--- src/rtl/ped_request_cond.sv ---
// Pedestrian request conditioner: synchronizes and debounces the raw crosswalk
// button, latches one request until the light FSM acknowledges it, then holds
// off further requests for a fixed window.
module ped_request_cond #(
    parameter int SYNC_STAGES     = 2,
    parameter int DEBOUNCE_CYCLES = 16,
    parameter int HOLDOFF_CYCLES  = 32,
    parameter int CNT_W           = 8
) (
    input  logic             clk,
    input  logic             rst,
    input  logic             btn,
    input  logic             ack,
    output logic             req,
    output logic             btn_level,
    output logic             holdoff,
    output logic [CNT_W-1:0] press_cnt
);

    typedef enum logic [1:0] {
        ST_IDLE    = 2'd0,
        ST_PENDING = 2'd1,
        ST_HOLDOFF = 2'd2
    } state_e;

    localparam logic [7:0]  DEB_LAST  = 8'(DEBOUNCE_CYCLES - 1);
    localparam logic [15:0] HOLD_LOAD = 16'(HOLDOFF_CYCLES - 1);

    logic [SYNC_STAGES-1:0] sync_q;
    logic                   s_btn;
    logic [7:0]             deb_cnt_q, deb_cnt_d;
    logic                   btn_level_q, btn_level_d;
    logic                   press;
    state_e                 state_q, state_d;
    logic [15:0]            hold_cnt_q, hold_cnt_d;
    logic                   req_q, req_d;
    logic [CNT_W-1:0]       press_cnt_q, press_cnt_d;

    // Plain shift-register synchronizer; the last stage is the only tap.
    // NOTE: sequential state uses non-blocking assignments so every flop
    // samples pre-edge values regardless of statement order.
    always_ff @(posedge clk or posedge rst) begin
        if (rst) sync_q <= '0;
        else     sync_q <= {sync_q[SYNC_STAGES-2:0], btn};
    end

    assign s_btn = sync_q[SYNC_STAGES-1];

    // Debounce: count consecutive cycles the synchronized level differs from
    // the accepted level; any agreement discards the partial count.
    // NOTE: every combinational output gets a default first, so no path
    // leaves a signal unassigned and no latch is inferred.
    always_comb begin
        deb_cnt_d   = '0;
        btn_level_d = btn_level_q;
        if (s_btn != btn_level_q) begin
            if (deb_cnt_q == DEB_LAST) btn_level_d = ~btn_level_q;
            else                       deb_cnt_d   = deb_cnt_q + 8'd1;
        end
    end

    // Press is taken from the next level so req can rise on the same edge
    // as btn_level.
    assign press = btn_level_d & ~btn_level_q;

    // Request FSM next state, hold-off timer and saturating press counter.
    always_comb begin
        state_d     = state_q;
        hold_cnt_d  = hold_cnt_q;
        press_cnt_d = press_cnt_q;
        case (state_q)
            ST_IDLE: begin
                if (press) begin
                    state_d = ST_PENDING;
                    if (press_cnt_q != '1) press_cnt_d = press_cnt_q + 1'b1;
                end
            end
            ST_PENDING: begin
                if (ack) begin
                    state_d    = ST_HOLDOFF;
                    hold_cnt_d = HOLD_LOAD;
                end
            end
            ST_HOLDOFF: begin
                if (hold_cnt_q == '0) state_d    = ST_IDLE;
                else                  hold_cnt_d = hold_cnt_q - 16'd1;
            end
            default: begin
                state_d    = ST_IDLE;
                hold_cnt_d = '0;
            end
        endcase
        req_d = (state_d == ST_PENDING);
    end

    // State, debounce and output registers.
    // NOTE: reset clears every flop asynchronously, including counters, so a
    // button held through reset must re-earn its full debounce.
    always_ff @(posedge clk or posedge rst) begin
        if (rst) begin
            deb_cnt_q   <= '0;
            btn_level_q <= 1'b0;
            state_q     <= ST_IDLE;
            hold_cnt_q  <= '0;
            req_q       <= 1'b0;
            press_cnt_q <= '0;
        end else begin
            deb_cnt_q   <= deb_cnt_d;
            btn_level_q <= btn_level_d;
            state_q     <= state_d;
            hold_cnt_q  <= hold_cnt_d;
            req_q       <= req_d;
            press_cnt_q <= press_cnt_d;
        end
    end

    assign req       = req_q;
    assign btn_level = btn_level_q;
    assign holdoff   = (state_q == ST_HOLDOFF);
    assign press_cnt = press_cnt_q;

endmodule

--- config.mk ---
export PLATFORM = sky130hd
export DESIGN_NAME = ped_request_cond
export DESIGN_NICKNAME = d
export VERILOG_FILES = /design/src/rtl/ped_request_cond.sv
export SDC_FILE = /design/constraint.sdc
export NUM_CORES = 1
export LEC_CHECK = 0
export ABC_AREA = 1
export CORE_UTILIZATION = 31
export CTS_BUF_LIST = sky130_fd_sc_hd__clkbuf_4 sky130_fd_sc_hd__clkbuf_8
export DETAILED_ROUTE_END_ITERATION = 12
export SLEW_MARGIN = 20
export SYNTH_ARGS = -nofsm -noshare
export SYNTH_HDL_FRONTEND = slang
export SYNTH_SLANG_ARGS = --single-unit
--- constraint.sdc ---
create_clock -name clk -period 2 [get_ports clk]
set_clock_uncertainty 0.05 [all_clocks]
set_input_delay 0.2 -clock clk [delete_from_list [all_inputs] [get_ports clk]]
set_output_delay 0.2 -clock clk [all_outputs]
set_load 0.005 [all_outputs]
==> PnR_summary.wiki, run 1 <==
{| class="wikitable"
! Metric !! Value
|-
| Total I/O pin count || 15
|-
| GRT met1 Usage || 0.185
|-
| Count of hold-fix buffers inserted at cts || 0
|-
| Layout cell share with drive strength beyond 1 || 0.0789
|-
| H-Tree Depth || 2
|-
| Sequential standard cell area || 951 um2
|-
| Combined area of the multi-input logic cells || 1090 um2
|-
| Seq/Total Area, Yosys || 0.429
|-
| Number of register bits inferred by synthesis || 38
|-
| Count of final setup violators || 0
|-
| Clock latency of the later-clocked register in the worst-skew pair || 0.29 ns
|-
| Netlist cell types || 25
|-
| Final Hold Violating Endpoints || 0
|-
| Clock slew at the register clock pins of the worst setup and hold paths || 0.08 ns
|-
| Post-synthesis net count || 306
|-
| Wire length of the first global-routing pass || 8090 um
|-
| Avg WL per Cell || 10.9 um
|-
| Tcrit/Tclk final || 0.949
|-
| Clk sink count || 38
|-
| Final max-slew violation count || 0
|-
| Area of the die || 7490 um2
|-
| Routed via count || 1,882
|-
| Drt drc || 0
|-
| Result of the run || finished clean
|-
| Core area || 6830 um2
|-
| Signed area change from the synthesized netlist to the final layout || 16.9%
|-
| Max-capacitance violation count || 0
|-
| Cts bufs inserted || 5
|-
| Setup repair after global routing missed its margin || false
|-
| Maximum clock path buffer count || 2
|-
| Crit path DAT || 1.65 ns
|-
| Cell at the root of the clock tree || sky130_fd_sc_hd__clkbuf_8
|-
| Total length of routed wires || 4500 um
|-
| HP Class || in2async
|-
| Worst slack on hold paths || 0.278 ns
|-
| Met3 usage || 0.0257
|-
| Tmin final || 1.90 ns
|-
| Number of nets with antenna violations after detailed routing || 0
|-
| Routability congestion estimate || 0.767
|-
| Sort of element at the start of the critical path || register
|-
| Slew of the pin with the lowest slew margin || 0.501 ns
|-
| PortBufs || 14
|-
| Layer carrying the most global-route usage || met2
|-
| Final layout net count || 327
|-
| GRT Overall Usage || 0.136
|-
| Total of fill cells in the finished design || 735
|-
| Total number of yosys warnings || 0
|-
| Via density per instance || 4.56
|-
| Final core utilization || 0.379
|-
| Critical path's top delay family || buffers and inverters
|-
| Syn_area_per_cell || 7.51 um2
|-
| Die height || 86.5 um
|-
| First-pass iteration count of the detailed router || 4
|-
| Pin count of the biggest net entering global routing || 39
|-
| Drt initial violations || 114
|-
| Type of destination of the critical path || output port
|-
| Met2 capacity usage during global routing || 0.216
|-
| Horizontal die dimension || 86.5 um
|-
| Crit-path cells || inv_1 > ha_1 > clkdlybuf4s50_1
|-
| # diodes || 0
|-
| Largest stage delay on the critical path || 0.55 ns
|-
| Final Total Pwr || 1.60 mW
|-
| PD cells || 616 nW/um2
|-
| Headroom to the max-slew limit || 0.666
|-
| Highest-delay cell along the critical path || sky130_fd_sc_hd__clkdlybuf4s50_1
|-
| Row count || 30
|-
| Post-detailed-placement half-perimeter wirelength || 3250 um
|-
| Data required time of the worst path || 1.75 ns
|-
| Leakage power figure || 1.18 nW
|-
| Setup Crit Path Kind || reg2out
|-
| Top achievable clock speed || 527 MHz
|-
| Cell count after synthesis || 295
|-
| Synthesized cell area || 2210 um2
|-
| Vias in the first global route || 1,802
|-
| Peak VDD IR || 0.325 mV
|-
| Starting density of the core || 0.324
|-
| CTS tree || done
|-
| Post-CTS Resized || 0
|-
| Setup Buffers After CTS || 0
|-
| Final total negative setup slack || 0 ns
|-
| Buf/Inv on CP || 2
|-
| Maximum fanout count along the critical path || 6
|-
| Antenna violations before repair || 0
|-
| GRT Residual Overflow || 0
|}
==> path summary, 6_finish.rpt <==
check / cells past startpoint / startpoint / end / slack [ns]
max: 3 / state_q[0] / holdoff / 0.10
min: 3 / rst / deb_cnt_q[7] / 0.28
max reg2reg: 9 / hold_cnt_q[0] / hold_cnt_q[0] / 0.24
min reg2reg: 0 / sync_q[0] / sync_q[1] / 0.30
max in group asynchronous: 3 / rst / hold_cnt_q[6] / 1.26
min in group clk: 1 / btn / sync_q[0] / 0.29
==> worst min-delay path, stage by stage <==
cell and delay, ns:
sky130_fd_sc_hd__clkdlybuf4s50_1 0.40, sky130_fd_sc_hd__inv_1 0.05, sky130_fd_sc_hd__buf_4 0.42
==> power by group <==
group	switching (mW)	internal, mW
logic	0.0823	0.0432
registers	0.0148	0.790
clock network	0.294	0.371
==> synthesized netlist by cell type <==
library cell	n	area [um2]
sky130_fd_sc_hd__nand2_1	76	285
sky130_fd_sc_hd__nor2_1	41	154
sky130_fd_sc_hd__dfrtp_1	38	951
sky130_fd_sc_hd__inv_1	36	135
sky130_fd_sc_hd__nand3_1	20	100
sky130_fd_sc_hd__o21ai_0	13	65.1
sky130_fd_sc_hd__o21ai_1	11	55.1
sky130_fd_sc_hd__a21oi_1	10	50.1
sky130_fd_sc_hd__nand4_1	10	62.6
sky130_fd_sc_hd__ha_1	7	87.6
sky130_fd_sc_hd__xor2_1	5	43.8
sky130_fd_sc_hd__xnor2_1	4	35.0
sky130_fd_sc_hd__nand3_2	3	30.0
sky130_fd_sc_hd__nor2_4	3	33.8
sky130_fd_sc_hd__nor3_1	3	15.0
sky130_fd_sc_hd__buf_6	2	22.5
sky130_fd_sc_hd__clkbuf_1	2	7.51
sky130_fd_sc_hd__nand2_4	2	22.5
sky130_fd_sc_hd__nor2_2	2	12.5
sky130_fd_sc_hd__or2_2	2	12.5
sky130_fd_sc_hd__inv_2	1	3.75
sky130_fd_sc_hd__nand3b_1	1	7.51
sky130_fd_sc_hd__nor3b_1	1	7.51
sky130_fd_sc_hd__o211ai_1	1	7.51
sky130_fd_sc_hd__o31ai_1	1	7.51
==> per-stage QoR <==
step | cell area (um2) | instances | setup WS [ns]
after floorplan | 2210 | 295 | 0.492
after global placement | 2470 | 405 | 0.309
after detailed placement | 2470 | 405 | 0.237
after CTS | 2590 | 413 | 0.0845
after global routing | 2590 | 413 | 0.00792
final | 2590 | 413 | 0.101
==> cells by family after synthesis <==
kind of cell	share of synthesized area
and+or+nand+nor	0.336
buffers and inverters	0.0763
DFF	0.429
AOI/OAI and AO/OA	0.0836
xor gates and xnor gates	0.0356
adders and majority gates	0.0395
==> per-layer routing <==
| metal | part of all wire | wire [um] |
|---|---|---|
| met1 | 0.49 | 2180 |
| met5 | 0 | 0 |
| met2 | 0.47 | 2090 |
| met3 | 0.035 | 156 |
| met4 | 0.014 | 63 |
==> state kept, by name, indices dropped and copies added, names as in the netlist <==
signal and flops:
hold_cnt_q 16, state_q 2, req 1, press_cnt 8, deb_cnt_q 8, btn_level 1, sync_q 2
==> cell type report <==
class,instances,area share
Multi-Input combinational cell,216,0.423
Inverter,37,0.0536
Tap cell,96,0.0464
Sequential cell,38,0.367
Clock inverter,3,0.0174
Timing Repair Buffer,18,0.0657
Clock buffer,5,0.0266
==> cells in the final DEF (no fill, tap or decap), drive strengths merged <==
cell type / synthesis / routed
bufinv: 0 / 1
xor2: 5 / 5
o31ai: 1 / 1
nand4: 10 / 10
dfrtp: 38 / 38
ha: 7 / 7
nor3b: 1 / 1
inv: 37 / 37
or2: 2 / 2
clkbuf: 2 / 5
nor2: 46 / 46
o21ai: 24 / 24
nand3b: 1 / 1
nand2: 78 / 78
clkdlybuf4s50: 0 / 14
xnor2: 4 / 4
a21oi: 10 / 10
nand3: 23 / 23
o211ai: 1 / 1
nor3: 3 / 3
clkinvlp: 0 / 2
buf: 2 / 4
(Power assumes the default switching activity.)
==> run 2, diff against run 1 <==
--- a/config.mk
+++ b/config.mk
@@ -6,9 +6,11 @@
 export NUM_CORES = 1
 export LEC_CHECK = 0
 export ABC_AREA = 1
-export CORE_UTILIZATION = 31
+export CAP_MARGIN = 20
+export CORE_UTILIZATION = 38
 export CTS_BUF_LIST = sky130_fd_sc_hd__clkbuf_4 sky130_fd_sc_hd__clkbuf_8
 export DETAILED_ROUTE_END_ITERATION = 12
+export GPL_TIMING_DRIVEN = 0
 export SLEW_MARGIN = 20
 export SYNTH_ARGS = -nofsm -noshare
 export SYNTH_HDL_FRONTEND = slang
==> PnR_summary.wiki, run 2 (synthesis gave the netlist of run 1 again) <==
{| class="wikitable"
! Metric !! Value
|-
| Wire length of the first global-routing pass || 7580 um
|-
| Area of the die || 6140 um2
|-
| Worst Reg-to-Reg Cells || 8
|-
| Leakage power figure || 1.19 nW
|-
| Vias in the first global route || 1,674
|-
| Max-capacitance violation count || 0
|-
| Routed via count || 1,855
|-
| Clock slew at the register clock pins of the worst setup and hold paths || 0.08 ns
|-
| Cts bufs inserted || 5
|-
| Row count || 27
|-
| Final core utilization || 0.461
|-
| Most common cell after layout, fill and taps aside || sky130_fd_sc_hd__nand2_1
|-
| Starting density of the core || 0.397
|-
| Non-filler instance count after layout || 390
|-
| Final max-slew violation count || 0
|-
| Tcrit/Tclk final || 0.926
|-
| Horizontal die dimension || 78.3 um
|-
| Setup repair after global routing missed its margin || false
|-
| PortBufs || 14
|-
| Antenna violations before repair || 0
|-
| Final Total Pwr || 1.50 mW
|-
| Sort of element at the start of the critical path || register
|-
| Final total negative setup slack || 0 ns
|-
| Result of the run || finished clean
|-
| Tmin final || 1.85 ns
|-
| Pin count of the biggest net entering global routing || 22
|-
| Count of final setup violators || 0
|-
| Data required time of the worst path || 1.75 ns
|-
| Drt drc || 0
|-
| Slew of the pin with the lowest slew margin || 0.498 ns
|-
| Setup Crit Path Kind || reg2out
|-
| Final layout net count || 328
|-
| Die height || 78.3 um
|-
| H-Tree Depth || 2
|-
| Most flop-heavy register || hold_cnt_q
|-
| Setup Buffers After CTS || 0
|-
| Drt initial violations || 100
|-
| GRT Overall Usage || 0.158
|-
| Maximum clock path buffer count || 2
|-
| First-pass iteration count of the detailed router || 4
|-
| HP Class || in2async
|-
| Clock latency of the later-clocked register in the worst-skew pair || 0.29 ns
|-
| Type of destination of the critical path || output port
|-
| Top achievable clock speed || 540 MHz
|-
| Total length of routed wires || 4400 um
|-
| Count of hold-fix buffers inserted at cts || 0
|-
| Crit path DAT || 1.60 ns
|-
| Final Hold Violating Endpoints || 0
|-
| # diodes || 0
|-
| Peak VDD IR || 0.275 mV
|-
| Via density per instance || 4.76
|-
| Number of nets with antenna violations after detailed routing || 0
|-
| Number of flip-flops under the largest register name || 16
|-
| Avg WL per Cell || 11.3 um
|-
| Clk sink count || 38
|-
| Placed cell areas || 2470 um2
|-
| Layout cell share with drive strength beyond 1 || 0.0818
|-
| Maximum fanout count along the critical path || 7
|-
| Signed area change from the synthesized netlist to the final layout || 16.0%
|-
| Post-detailed-placement half-perimeter wirelength || 3240 um
|-
| Post-Layout Inst Area || 2570 um2
|-
| Total I/O pin count || 15
|-
| CTS tree || done
|-
| Inst Count DP || 382
|-
| Headroom to the max-slew limit || 0.668
|-
| Most frequent cells in the layout || 76 x sky130_fd_sc_hd__nand2_1, 41 x sky130_fd_sc_hd__nor2_1, 38 x sky130_fd_sc_hd__dfrtp_1, 35 x sky130_fd_sc_hd__inv_1, 20 x sky130_fd_sc_hd__nand3_1
|-
| Routability congestion estimate || 0.802
|-
| Core area || 5570 um2
|-
| PD cells || 583 nW/um2
|-
| Cell at the root of the clock tree || sky130_fd_sc_hd__clkbuf_8
|-
| GRT Residual Overflow || 0
|}
run 2: area by class of cell:
cell class                 count  area [um2]
fill                         572        3000
sequential                    38         951
clock buffer                   6        82.6
tap                           72        90.1
buffer                         4        30.0
multi-input combinational    216        1100
timing repair buffer          15         168
clock inverter                 2        12.5
inverter                      37         139
run 2: per-stage QoR:
step                hold WS [ns]  worst slack, ns
global placement           0.282          -0.0140
CTS                        0.183           0.0479
global route               0.199           0.0700
floorplan                  0.181            0.492
detailed placement         0.290            0.272
finish                     0.158            0.148
run 2: final timing paths:
kind,start,to,slack (ns)
setup / recovery,state_q[0],holdoff,0.15
hold / removal,rst,btn_level,0.16
setup reg to reg,hold_cnt_q[0],hold_cnt_q[14],0.26
hold reg to reg,sync_q[0],sync_q[1],0.30
max in group asynchronous,rst,hold_cnt_q[8],1.29
min in group clk,btn,sync_q[0],0.29
run 2: worst max-delay path: stages, from the launching register on:
cell and delay (ns):
sky130_fd_sc_hd__dfrtp_1 0.40, sky130_fd_sc_hd__inv_1 0.11, sky130_fd_sc_hd__ha_2 0.27, sky130_fd_sc_hd__clkdlybuf4s50_1 0.52
run 2: where the power goes:
part | total (mW) | internal (mW) | switching (mW)
combinational | 0.131 | 0.0477 | 0.0828
sequential | 0.805 | 0.790 | 0.0149
clock | 0.562 | 0.277 | 0.285
total | 1.50 | 1.11 | 0.382
run 2: layer usage:
layer,track usage,vias to the layer above,part of all wire
li1,-,984,-
met1,0.202,847,0.51
met2,0.261,19,0.45
met3,0.0337,5,0.025
met4,0.0611,0,0.013
met5,0,-,0
run 2: timing repair:
| item | 4_1_cts | 5_1_grt |
|---|---|---|
| endpoints found under the hold margin | 0 | 0 |
| endpoints found under the setup margin | 0 | 1 |
| resized for setup | 0 | 1 |
==> run 3, diff against run 2 <==
--- a/config.mk
+++ b/config.mk
@@ -6,8 +6,8 @@
 export NUM_CORES = 1
 export LEC_CHECK = 0
 export ABC_AREA = 1
-export CAP_MARGIN = 20
-export CORE_UTILIZATION = 38
+export CAP_MARGIN = 10
+export CORE_UTILIZATION = 30
 export CTS_BUF_LIST = sky130_fd_sc_hd__clkbuf_4 sky130_fd_sc_hd__clkbuf_8
 export DETAILED_ROUTE_END_ITERATION = 12
 export GPL_TIMING_DRIVEN = 0
==> PnR_summary.wiki, run 3 (synthesis gave the netlist of run 1 again) <==
{| class="wikitable"
! Metric !! Value
|-
| Tmin final || 1.85 ns
|-
| # diodes || 0
|-
| Slew of the pin with the lowest slew margin || 0.493 ns
|-
| Setup Crit Path Kind || reg2out
|-
| Post-detailed-placement half-perimeter wirelength || 3320 um
|-
| Tcrit/Tclk final || 0.927
|-
| Worst Reg-to-Reg Cells || 8
|-
| Total length of routed wires || 4620 um
|-
| Cell at the root of the clock tree || sky130_fd_sc_hd__clkbuf_8
|-
| GRT Overall Usage || 0.136
|-
| Row count || 30
|-
| Crit path DAT || 1.60 ns
|-
| Final core utilization || 0.376
|-
| Sort of element at the start of the critical path || register
|-
| Worst slack on hold paths || 0.0807 ns
|-
| Count of final setup violators || 0
|-
| Placed cell areas || 2490 um2
|-
| Most flop-heavy register || hold_cnt_q
|-
| Die height || 87.9 um
|-
| Drt initial violations || 133
|-
| Post-CTS Resized || 0
|-
| Layout cell share with drive strength beyond 1 || 0.0818
|-
| Leakage power figure || 1.19 nW
|-
| Top achievable clock speed || 539 MHz
|-
| Non-filler instance count after layout || 414
|-
| Crit-path cells || inv_1 > ha_2 > clkdlybuf4s50_1
|-
| Worst reg2reg endpoint || hold_cnt_q[14]
|-
| Clk sink count || 38
|-
| Number of flip-flops under the largest register name || 16
|-
| Largest stage delay on the critical path || 0.52 ns
|-
| Maximum fanout count along the critical path || 7
|-
| Setup ws final || 0.146 ns
|-
| Routability congestion estimate || 0.842
|-
| Data required time of the worst path || 1.75 ns
|-
| Vias in the first global route || 1,769
|-
| Result of the run || finished clean
|-
| Final max-slew violation count || 0
|-
| Launching point of the worst reg2reg path || hold_cnt_q[0]
|-
| Headroom to the max-slew limit || 0.671
|-
| Total of fill cells in the finished design || 721
|-
| Antenna violations before repair || 0
|-
| H-Tree Depth || 2
|-
| Combined area of the multi-input logic cells || 1100 um2
|-
| Final Total Pwr || 1.60 mW
|-
| Inst Count DP || 406
|-
| GRT Residual Overflow || 0
|-
| Setup Buffers After CTS || 0
|-
| Most common cell after layout, fill and taps aside || sky130_fd_sc_hd__nand2_1
|-
| Clock latency of the later-clocked register in the worst-skew pair || 0.30 ns
|-
| Avg WL per Cell || 11.1 um
|-
| Most frequent cells in the layout || 76 x sky130_fd_sc_hd__nand2_1, 41 x sky130_fd_sc_hd__nor2_1, 38 x sky130_fd_sc_hd__dfrtp_1, 35 x sky130_fd_sc_hd__inv_1, 20 x sky130_fd_sc_hd__nand3_1
|-
| First-pass iteration count of the detailed router || 4
|-
| Final layout net count || 328
|-
| Final total negative setup slack || 0 ns
|-
| CTS tree || done
|-
| Cts bufs inserted || 5
|-
| Starting density of the core || 0.319
|-
| Placement Setup Slack || 0.296 ns
|-
| PD cells || 613 nW/um2
|-
| Setup repair after global routing missed its margin || false
|-
| Count of hold-fix buffers inserted at cts || 0
|-
| Drt drc || 0
|-
| Reg-to-reg slack, setup || 0.29 ns
|-
| Routed via count || 1,904
|-
| HP Class || in2async
|-
| Peak VDD IR || 0.412 mV
|-
| Sequential standard cell area || 951 um2
|-
| Wire length of the first global-routing pass || 8080 um
|-
| Highest-delay cell along the critical path || sky130_fd_sc_hd__clkdlybuf4s50_1
|-
| Horizontal die dimension || 87.9 um
|-
| Clock slew at the register clock pins of the worst setup and hold paths || 0.08 ns
|-
| Maximum clock path buffer count || 2
|-
| Signed area change from the synthesized netlist to the final layout || 17.9%
|-
| Pin count of the biggest net entering global routing || 31
|-
| Post-Layout Inst Area || 2610 um2
|-
| Type of destination of the critical path || output port
|-
| Number of nets with antenna violations after detailed routing || 0
|-
| PortBufs || 14
|-
| Total I/O pin count || 15
|-
| Max-capacitance violation count || 0
|-
| Via density per instance || 4.60
|-
| Core area || 6940 um2
|-
| Final Hold Violating Endpoints || 0
|-
| Area of the die || 7730 um2
|}
-- run 3: cell count changes in the layout (fill, tap and decap cells not counted) --
cell	before	now
sky130_fd_sc_hd__bufinv_16	0	1
sky130_fd_sc_hd__buf_12	0	1
sky130_fd_sc_hd__buf_16	1	0
sky130_fd_sc_hd__clkbuf_8	6	5
sky130_fd_sc_hd__clkinv_2	1	0
sky130_fd_sc_hd__clkinvlp_4	1	2
-- run 3: power by group --
part	internal, mW	leakage (nW)	total (mW)	switching [mW]
registers	0.790	0.504	0.805	0.0155
clock network	0.371	0.0504	0.664	0.293
logic	0.0463	0.630	0.130	0.0835
-- run 3: layout make-up --
| class | count | share of cell area |
|---|---|---|
| clock buffer | 5 | 0.0264 |
| buffer | 4 | 0.0115 |
| tap | 96 | 0.0460 |
| inverter | 37 | 0.0532 |
| clock inverter | 3 | 0.0172 |
| multi-input combinational | 216 | 0.420 |
| sequential | 38 | 0.364 |
| timing repair buffer | 15 | 0.0613 |
-- run 3: metal layers --
metal | global-route usage | routed length [um] | up-vias
li1 | - | - | 989
met5 | 0 | 0 | -
met3 | 0.0349 | 173 | 6
met1 | 0.187 | 2320 | 883
met4 | 0.0537 | 79 | 0
met2 | 0.204 | 2050 | 26
-- run 3: critical path, delay by kind of cell (launching register included) --
kind                     cells  cell delay (ns)
flip-flops                   1             0.41
adder cells (fa/ha/maj)      1             0.27
buffers and inverters        2             0.63
-- run 3: how the worst max path moves through the flow --
stage | start | end | slack (ns)
floorplan | state_q[1] | hold_cnt_q[6] | 0.49
global placement | rst | press_cnt[7] | -0.06
detailed placement | state_q[1] | hold_cnt_q[6] | 0.30
CTS | state_q[0] | holdoff | 0.04
global route | state_q[0] | holdoff | 0.08
finish | state_q[0] | holdoff | 0.15
